$ cat src/rtl/register_bank_w_mode.sv
// Purpose : multi-lane permutation state register with per-lane enables, masked load/xor-absorb and clear.
// Latency : one cycle; every output is a flop, no combinational path from inputs to outputs.
// Backpressure: none; an operation is accepted on every rising edge of clock_i.
//
// Ports:
//   clock_i      clock
//   resetb_i     asynchronous active-low reset
//   en_i         per-lane enable, bit k selects lane k
//   mode_i       00 hold, 01 masked load, 10 masked xor, 11 clear
//   byte_mask_i  bit j covers bits [8j+7:8j] of every lane (load/xor only)
//   data_i       input state, lane 0 at the MSBs
//   data_o       registered state, same lane mapping as data_i
//   lane_wr_o    sticky per-lane "written since clear" flags
//   wr_cnt_o     saturating count of accepted write cycles
//   all_wr_o     high when every lane_wr_o bit is set
module register_bank_w_mode #(
  parameter int LANE_W   = 64,  // multiple of 8
  parameter int NB_LANES = 5,
  parameter int CNT_W    = 8
) (
  input  logic                         clock_i,
  input  logic                         resetb_i,
  input  logic [NB_LANES-1:0]          en_i,
  input  logic [1:0]                   mode_i,
  input  logic [LANE_W/8-1:0]          byte_mask_i,
  input  logic [NB_LANES*LANE_W-1:0]   data_i,
  output logic [NB_LANES*LANE_W-1:0]   data_o,
  output logic [NB_LANES-1:0]          lane_wr_o,
  output logic [CNT_W-1:0]             wr_cnt_o,
  output logic                         all_wr_o
);

  localparam int NB_BYTES = LANE_W / 8;

  localparam logic [1:0] MODE_HOLD  = 2'b00;
  localparam logic [1:0] MODE_LOAD  = 2'b01;
  localparam logic [1:0] MODE_XOR   = 2'b10;
  localparam logic [1:0] MODE_CLEAR = 2'b11;

  localparam logic [CNT_W-1:0] CNT_MAX = {CNT_W{1'b1}};
  localparam logic [CNT_W-1:0] CNT_ONE = {{(CNT_W-1){1'b0}}, 1'b1};

  // State registers
  logic [NB_LANES*LANE_W-1:0] data_q,    data_d;
  logic [NB_LANES-1:0]        lane_wr_q, lane_wr_d;
  logic [CNT_W-1:0]           wr_cnt_q,  wr_cnt_d;
  logic                       all_wr_q,  all_wr_d;

  // Decoded operation
  logic                is_write;
  logic                full_clear;
  logic [LANE_W-1:0]   bit_mask;

  // Byte mask expanded to one bit per lane bit; shared by all lanes.
  always_comb begin
    bit_mask = '0;
    for (int j = 0; j < NB_BYTES; j++) begin
      bit_mask[8*j +: 8] = {8{byte_mask_i[j]}};
    end
  end

  // A write cycle counts even with an all-zero byte mask: the control FSM
  // uses that to account for empty final blocks.
  assign is_write   = ((mode_i == MODE_LOAD) || (mode_i == MODE_XOR)) && (|en_i);
  assign full_clear = (mode_i == MODE_CLEAR) && (&en_i);

  // Per-lane datapath and written flags
  always_comb begin
    logic [LANE_W-1:0] lane_cur;
    logic [LANE_W-1:0] lane_in;

    data_d    = data_q;
    lane_wr_d = lane_wr_q;
    lane_cur  = '0;
    lane_in   = '0;

    for (int k = 0; k < NB_LANES; k++) begin
      // Lane 0 sits at the MSBs of the flat bus.
      lane_cur = data_q[(NB_LANES-k)*LANE_W-1 -: LANE_W];
      lane_in  = data_i[(NB_LANES-k)*LANE_W-1 -: LANE_W];

      if (en_i[k]) begin
        case (mode_i)
          MODE_HOLD: begin
            data_d[(NB_LANES-k)*LANE_W-1 -: LANE_W] = lane_cur;
          end
          MODE_LOAD: begin
            data_d[(NB_LANES-k)*LANE_W-1 -: LANE_W] =
              (lane_in & bit_mask) | (lane_cur & ~bit_mask);
            lane_wr_d[k] = 1'b1;
          end
          MODE_XOR: begin
            data_d[(NB_LANES-k)*LANE_W-1 -: LANE_W] = lane_cur ^ (lane_in & bit_mask);
            lane_wr_d[k] = 1'b1;
          end
          MODE_CLEAR: begin
            data_d[(NB_LANES-k)*LANE_W-1 -: LANE_W] = '0;
            lane_wr_d[k] = 1'b0;
          end
          default: begin
            data_d[(NB_LANES-k)*LANE_W-1 -: LANE_W] = lane_cur;
          end
        endcase
      end
    end
  end

  // Saturating write counter; only a clear of every lane restarts it, so a
  // partial clear does not disturb absorb/squeeze sequencing.
  always_comb begin
    wr_cnt_d = wr_cnt_q;
    if (full_clear) begin
      wr_cnt_d = '0;
    end else if (is_write && (wr_cnt_q != CNT_MAX)) begin
      wr_cnt_d = wr_cnt_q + CNT_ONE;
    end
  end

  // Built from the next-state flags so it moves in the same cycle as lane_wr_o.
  assign all_wr_d = &lane_wr_d;

  always_ff @(posedge clock_i or negedge resetb_i) begin
    if (!resetb_i) begin
      data_q    <= '0;
      lane_wr_q <= '0;
      wr_cnt_q  <= '0;
      all_wr_q  <= 1'b0;
    end else begin
      data_q    <= data_d;
      lane_wr_q <= lane_wr_d;
      wr_cnt_q  <= wr_cnt_d;
      all_wr_q  <= all_wr_d;
    end
  end

  assign data_o    = data_q;
  assign lane_wr_o = lane_wr_q;
  assign wr_cnt_o  = wr_cnt_q;
  assign all_wr_o  = all_wr_q;

endmodule
$ cat config.mk
export PLATFORM = sky130hd
export DESIGN_NAME = register_bank_w_mode
export DESIGN_NICKNAME = d
export VERILOG_FILES = /design/src/rtl/register_bank_w_mode.sv
export SDC_FILE = /design/constraint.sdc
export NUM_CORES = 1
export LEC_CHECK = 0
export CAP_MARGIN = 20
export CORE_AREA = 3 3 261 263
export CTS_CLUSTER_DIAMETER = 120
export DETAILED_ROUTE_END_ITERATION = 10
export DIE_AREA = 0 0 264 266
export PLACE_DENSITY = 0.51
export SYNTH_ARGS = -nofsm -noshare
export SYNTH_HDL_FRONTEND = slang
export SYNTH_SLANG_ARGS = --single-unit
$ cat constraint.sdc
create_clock -name clock_i -period 2.3 [get_ports clock_i]
set_input_delay 0.23 -clock clock_i [delete_from_list [all_inputs] [get_ports clock_i]]
set_output_delay 0.23 -clock clock_i [all_outputs]
set_load 0.02 [all_outputs]
# Word-level counts from Yosys, hierarchy flattened
# Cells that the tools add are included.
dict set report op_classes {
  n_eq_ne 4
  add_sub_neg 1
  n_reduce_logical 15
  n_mux 17
  n_bitwise 22
}
# op n
set ops {}
lappend ops {{64-bit one-hot mux with 3 select lines} 5}
lappend ops {{64-bit AND} 10}
lappend ops {{64-bit OR} 5}
lappend ops {{64-bit bitwise XOR} 5}
lappend ops {{64-bit NOT} 1}
lappend ops {{8-bit 2-to-1 mux} 2}
lappend ops {{1-bit one-hot mux with 2 select lines} 5}
lappend ops {{2-bit AND reduction} 5}
lappend ops {{5-bit AND reduction} 2}
lappend ops {{8-bit by 1-bit adder with 8-bit output (second input constant)} 1}
lappend ops {{8-bit inequality test (second input constant)} 1}
lappend ops {{1-bit 2-to-1 mux} 5}
lappend ops {{5-bit OR reduction} 1}
lappend ops {{2-bit equality test (second input constant)} 2}
lappend ops {{1-bit logical AND} 3}
lappend ops {{2-bit by 1-bit equality test with 1-bit output (second input constant)} 1}
lappend ops {{2-bit logical NOT} 1}
lappend ops {{2-bit nonzero test} 1}
lappend ops {{2-bit OR reduction} 1}
lappend ops {{1-bit logical OR} 1}
lappend ops {{1-bit NOT} 1}
dict set report totals {
  word_cells 67
  reg_bits 334
  inputBits 337
}

# Longest topological paths before layout
dict set report depth {
  depth_word 6
  mapped_depth 9
  depth_no_buf 6
}

# Worst setup path after synthesis
# OpenSTA, ideal clock, no wires.
dict set report synth_timing {
  path_kind {reg2reg}
  from {reg wr_cnt_q[0] (netlist: wr_cnt_o[0])}
  to {reg wr_cnt_q[4] (netlist: wr_cnt_o[4])}
  setup_slack_ns 0.564
  n_path_buf 0
  period_less_slack_ns 1.736
  path_stages_with_launch 6
  required_time_ns 2.223
  t_arrival_ns 1.659
  path_cell_list {dfrtp_1 > ha_1 > nand4_1 > nor2_4 > or4_2 > a21oi_1}
}
dict set report synth_between {
  elab_chain_len 3
  word_cells_on_any_way 6
  classes_between {add/sub (1); eq/ne (1); mux (2); reduce/logical (2)}
}
# item line_no
set synth_lines {}
lappend synth_lines {{start, declared} 46} ;# logic [CNT_W-1:0] wr_cnt_q, wr_cnt_d;
lappend synth_lines {{start signal, assigned} 131} ;# wr_cnt_q <= wr_cnt_d;
lappend synth_lines {{8-bit by 1-bit adder with 8-bit output / 8-bit inequality test (equally long branches)} {115, 114}}
lappend synth_lines {{8-bit 2-to-1 mux / 1-bit logical AND (equally long branches)} 114} ;# end else if (is_write && (wr_cnt_q != CNT_MAX)) begin
lappend synth_lines {{8-bit 2-to-1 mux / 2-bit nonzero test (equally long branches)} --}
# Several ways; a longest one is shown, not always the timed one. The select of a mux whose other input is x is not followed.
# A chain may end at the register's enable or synchronous reset.

# Final worst setup path
dict set report layout_timing {
  from {reg wr_cnt_q[3] (netlist: wr_cnt_o[3])}
  to {out wr_cnt_o[3]}
}
# item line_no
set layout_lines {}
lappend layout_lines {{end, declared} 29} ;# output logic [CNT_W-1:0] wr_cnt_o,
# No word-level cell between the ends.

==> summary.md <==
| Metric | Value |
|---|---|
| Endpoints failing hold | `0` |
| F_max | `just under 0.5 GHz` |
| Starting Density | `28.6%` |
| Distinct cells, synth | `38` |
| Post-Route Utilization | `a little over two fifths` |
| PostCTS Resize Cnt | `0` |
| Worst-path clk slew | `0.06 ns` |
| Largest net degree at the start of global routing | `between 70 and 80` |
| GR peak layer | `met2` |
| CTS buffer count | `44` |
| Fraction of layout cells with a size suffix above 1 | `roughly 7.3%` |
| # IOs | `about 670` |
| Initial antenna violation count | `17` |
| Final Instance Area | `~29000 sq um` |
| Area Overhead vs Synth | `52.0%` |
| Worst hold slack | `slightly below 0.2 ns` |
| Worst Path Required | `just over 2 ns` |
| Peak per-stage delay on the critical path | `just under 0.8 ns` |
| Via count | `20330` |
| Via density | `roughly 5.4` |
| Outcome | `finished clean` |
| Register Area | `8360 sq um` |
| Hold Path Class | `primary input to async pin` |
| Met1 Use GR | `around 30%` |
| Num Clock Sinks | `roughly 330` |
| FF+latch count, synth | `roughly 330` |
| GR Util met2 | `about two fifths` |
| Gr usage total | `~23%` |
| Final min period | `between 2 and 2.5 ns` |
| Non-Filler Instances | `~3800` |
| FF-to-FF setup slack | `between 0.5 and 0.6 ns` |
| Peak VDD IR | `~0.46 mV` |
| Power Dens Cells | `831 nW/um^2` |
| Final Setup Violations | `0` |
| Crit path to | `wr_cnt_o[3]` |
| Total wire length | `85700 um` |
| Critical Path AT | `1.78 ns` |
| CP max stage cell | `clkdlybuf4s50_1` |
| Final #Nets | `3209` |
| Reg2Reg Depth | `5` |
| List of most frequent post-synthesis cells | `a21oi_1, dfrtp_1, nand3_1` |
| Post-route ant nets | `0` |
| Crit share post-route | `between 80 and 90%` |
| Area after DPL | `between 20000 and 30000 sq um` |
| Sequential area share after synthesis | `44.4%` |
| CP endpoint kind | `output port` |
| Die Area | `approximately 70000 sq um` |
| WL/cell | `roughly 23 um` |
| Yosys top cell area share | `between 40% and 50%` |
| Asr flop ratio synth | `100%` |
| Netlist Area Pre-Place | `between 15000 and 20000 sq um` |
| Die W | `264 um` |
| Startpoint Class | `flip-flop` |
| Buffer and inverter count on the worst path | `1` |
| Multi-input gate area | `about 9500 sq um` |
| Crit Path Class | `flip-flop to output port` |
| Post-DP HPWL | `62600 um` |
| Syn_nets | `roughly 2600` |
| EDFF count, synth | `0` |
| Final Skew | `0.00399 ns` |
| Port Buf Inserts | `670` |
| Post-Syn Instances | `2263` |
| Slew of the pin with the lowest slew margin | `0.688 ns` |
| Rows | `94` |
| Synth area leaders | `dfrtp_1, a21oi_1, a21o_1` |
| Worst flop-to-flop path startpoint | `wr_cnt_o[0]$_DFFE_PN0P_` |
| Drc violations | `0` |
| Remaining Overflow, GRT | `0` |
| Ys flop type | `dfrtp_1` |
| Fill count | `between 6000 and 7000` |
| Most frequent cell after synthesis | `a21oi_1` |
| CTS tree | `yes` |
| Average size of a mapped cell | `8.31 sq um` |
| Clock Path Buffers | `3` |
| Slew Limit Fails | `0` |
| Top cell type by total area after synthesis | `dfrtp_1` |
| Pleak | `12.8 nW` |
| Placeable Area | `~66000 sq um` |
| Number of global-route vias before repair | `19273` |
| Worst-path fanout max | `7` |
| H-tree depth | `2` |
| CP top delay family | `buffers and inverters` |
| CP startpoint | `wr_cnt_o[3]$_DFFE_PN0P_` |
| Worst skew pair latency | `between 0.5 and 0.6 ns` |
| Number of synthesis warnings | `0` |
| Ordered cell list for the critical path | `clkdlybuf4s50_1` |
| First-pass GRT wire length | `127000 um` |
| RSZ-0062 raised after global routing | `no` |
| Max_cap viols | `0` |
| Reg-to-Reg End | `wr_cnt_o[4]$_DFFE_PN0P_` |
| Placer Congestion | `0.849` |
| Die Height | `266 um` |
| Placed Cells incl. Taps | `about 3700` |
| Iter 0 DRT Violations | `roughly 1700` |
| Worst slew margin | `54.1%` |
| Drt pass-1 iters | `5` |
| Met3 usage | `5.47%` |
| Clock root cell | `clkbuf_16` |
| Critical path depth | `1` |
[final cells by class]
cell class,instances,area share (%)
Multi-Input combinational cell,1697,33.4
Sequential cell,334,29.2
Timing Repair Buffer,788,28.2
Clock buffer,65,4.62
Tap cell,864,3.78
Clock inverter,12,0.657
Antenna cell,12,0.105
Inverter,3,0.0394
[how the worst min path moves through the flow]
stage	startpoint	end	slack, ns	depth (start not counted)
global route	resetb_i	async pin	0.21	2
floorplan	resetb_i	async pin	-0.07	0
detailed placement	resetb_i	async pin	0.20	1
global placement	resetb_i	async pin	0.19	1
finish	resetb_i	async pin	0.19	2
CTS	byte_mask_i[3]	flip-flop	0.18	4
[stage by stage]
step / TNS [ns] / worst slack (ns) / total power [mW]
global placement: -0.00512 / -0.00281 / 16.4
CTS: 0 / 0.244 / 24.0
detailed placement: -2.96 / -0.0673 / 16.6
global route: 0 / 0.207 / 24.9
floorplan: 0 / 0.564 / 11.8
finish: 0 / 0.289 / 23.7
[cells by family (layout without fill, tap and decap cells)]
family                   count (synthesis)  after routing  share of synthesized area [%]
adder cells (fa/ha/maj)                  4              4                          0.266
AND/OR/NAND/NOR                        393            393                           11.0
flip-flops                             334            334                           44.4
multiplexers                             6              6                          0.353
other                                    0             12                              0
buffers and inverters                  232            868                           5.11
AO/OA/AOI/OAI                         1294           1294                           38.9
[timing repair]
item                                   CTS  global route
hold buffers                             1             0
setup buffers                            0             0
endpoints found under the hold margin   72             0
[layer usage]
metal  vias to the layer above  part of all wire (%)
met1                      9935                    41
met2                       683                    49
met3                       124                   6.8
met4                        10                   2.9
met5                         -                 0.090
li1                       9578                     -
[worst reg2reg max path, delay by kind of cell (launching register included)]
family | cells | cell delay, ns
compound gates | 1 | 0.16
fa+ha+maj | 1 | 0.27
flops | 1 | 0.43
simple gates | 3 | 0.86
[report_power, final]
group / switching (mW) / total [mW] / leakage (nW) / internal, mW
logic: 4.43 / 8.26 / 7.95 / 3.82
clock network: 2.79 / 7.30 / 0.745 / 4.51
registers: 1.12 / 8.18 / 4.10 / 7.07
[cells in the final DEF (no fill, tap or decap), drive strengths merged, types with 5 or more instances in the layout]
master,count
o21ai,323
clkdlybuf4s50,661
mux2,5
or4,5
clkbuf,65
dfrtp,334
diode,12
buf,126
clkinv,6
bufinv,5
a21o,320
nor2b,6
and2,40
nand3,327
a21oi,644
No activity file was read; power rests on OpenSTA's default activity.
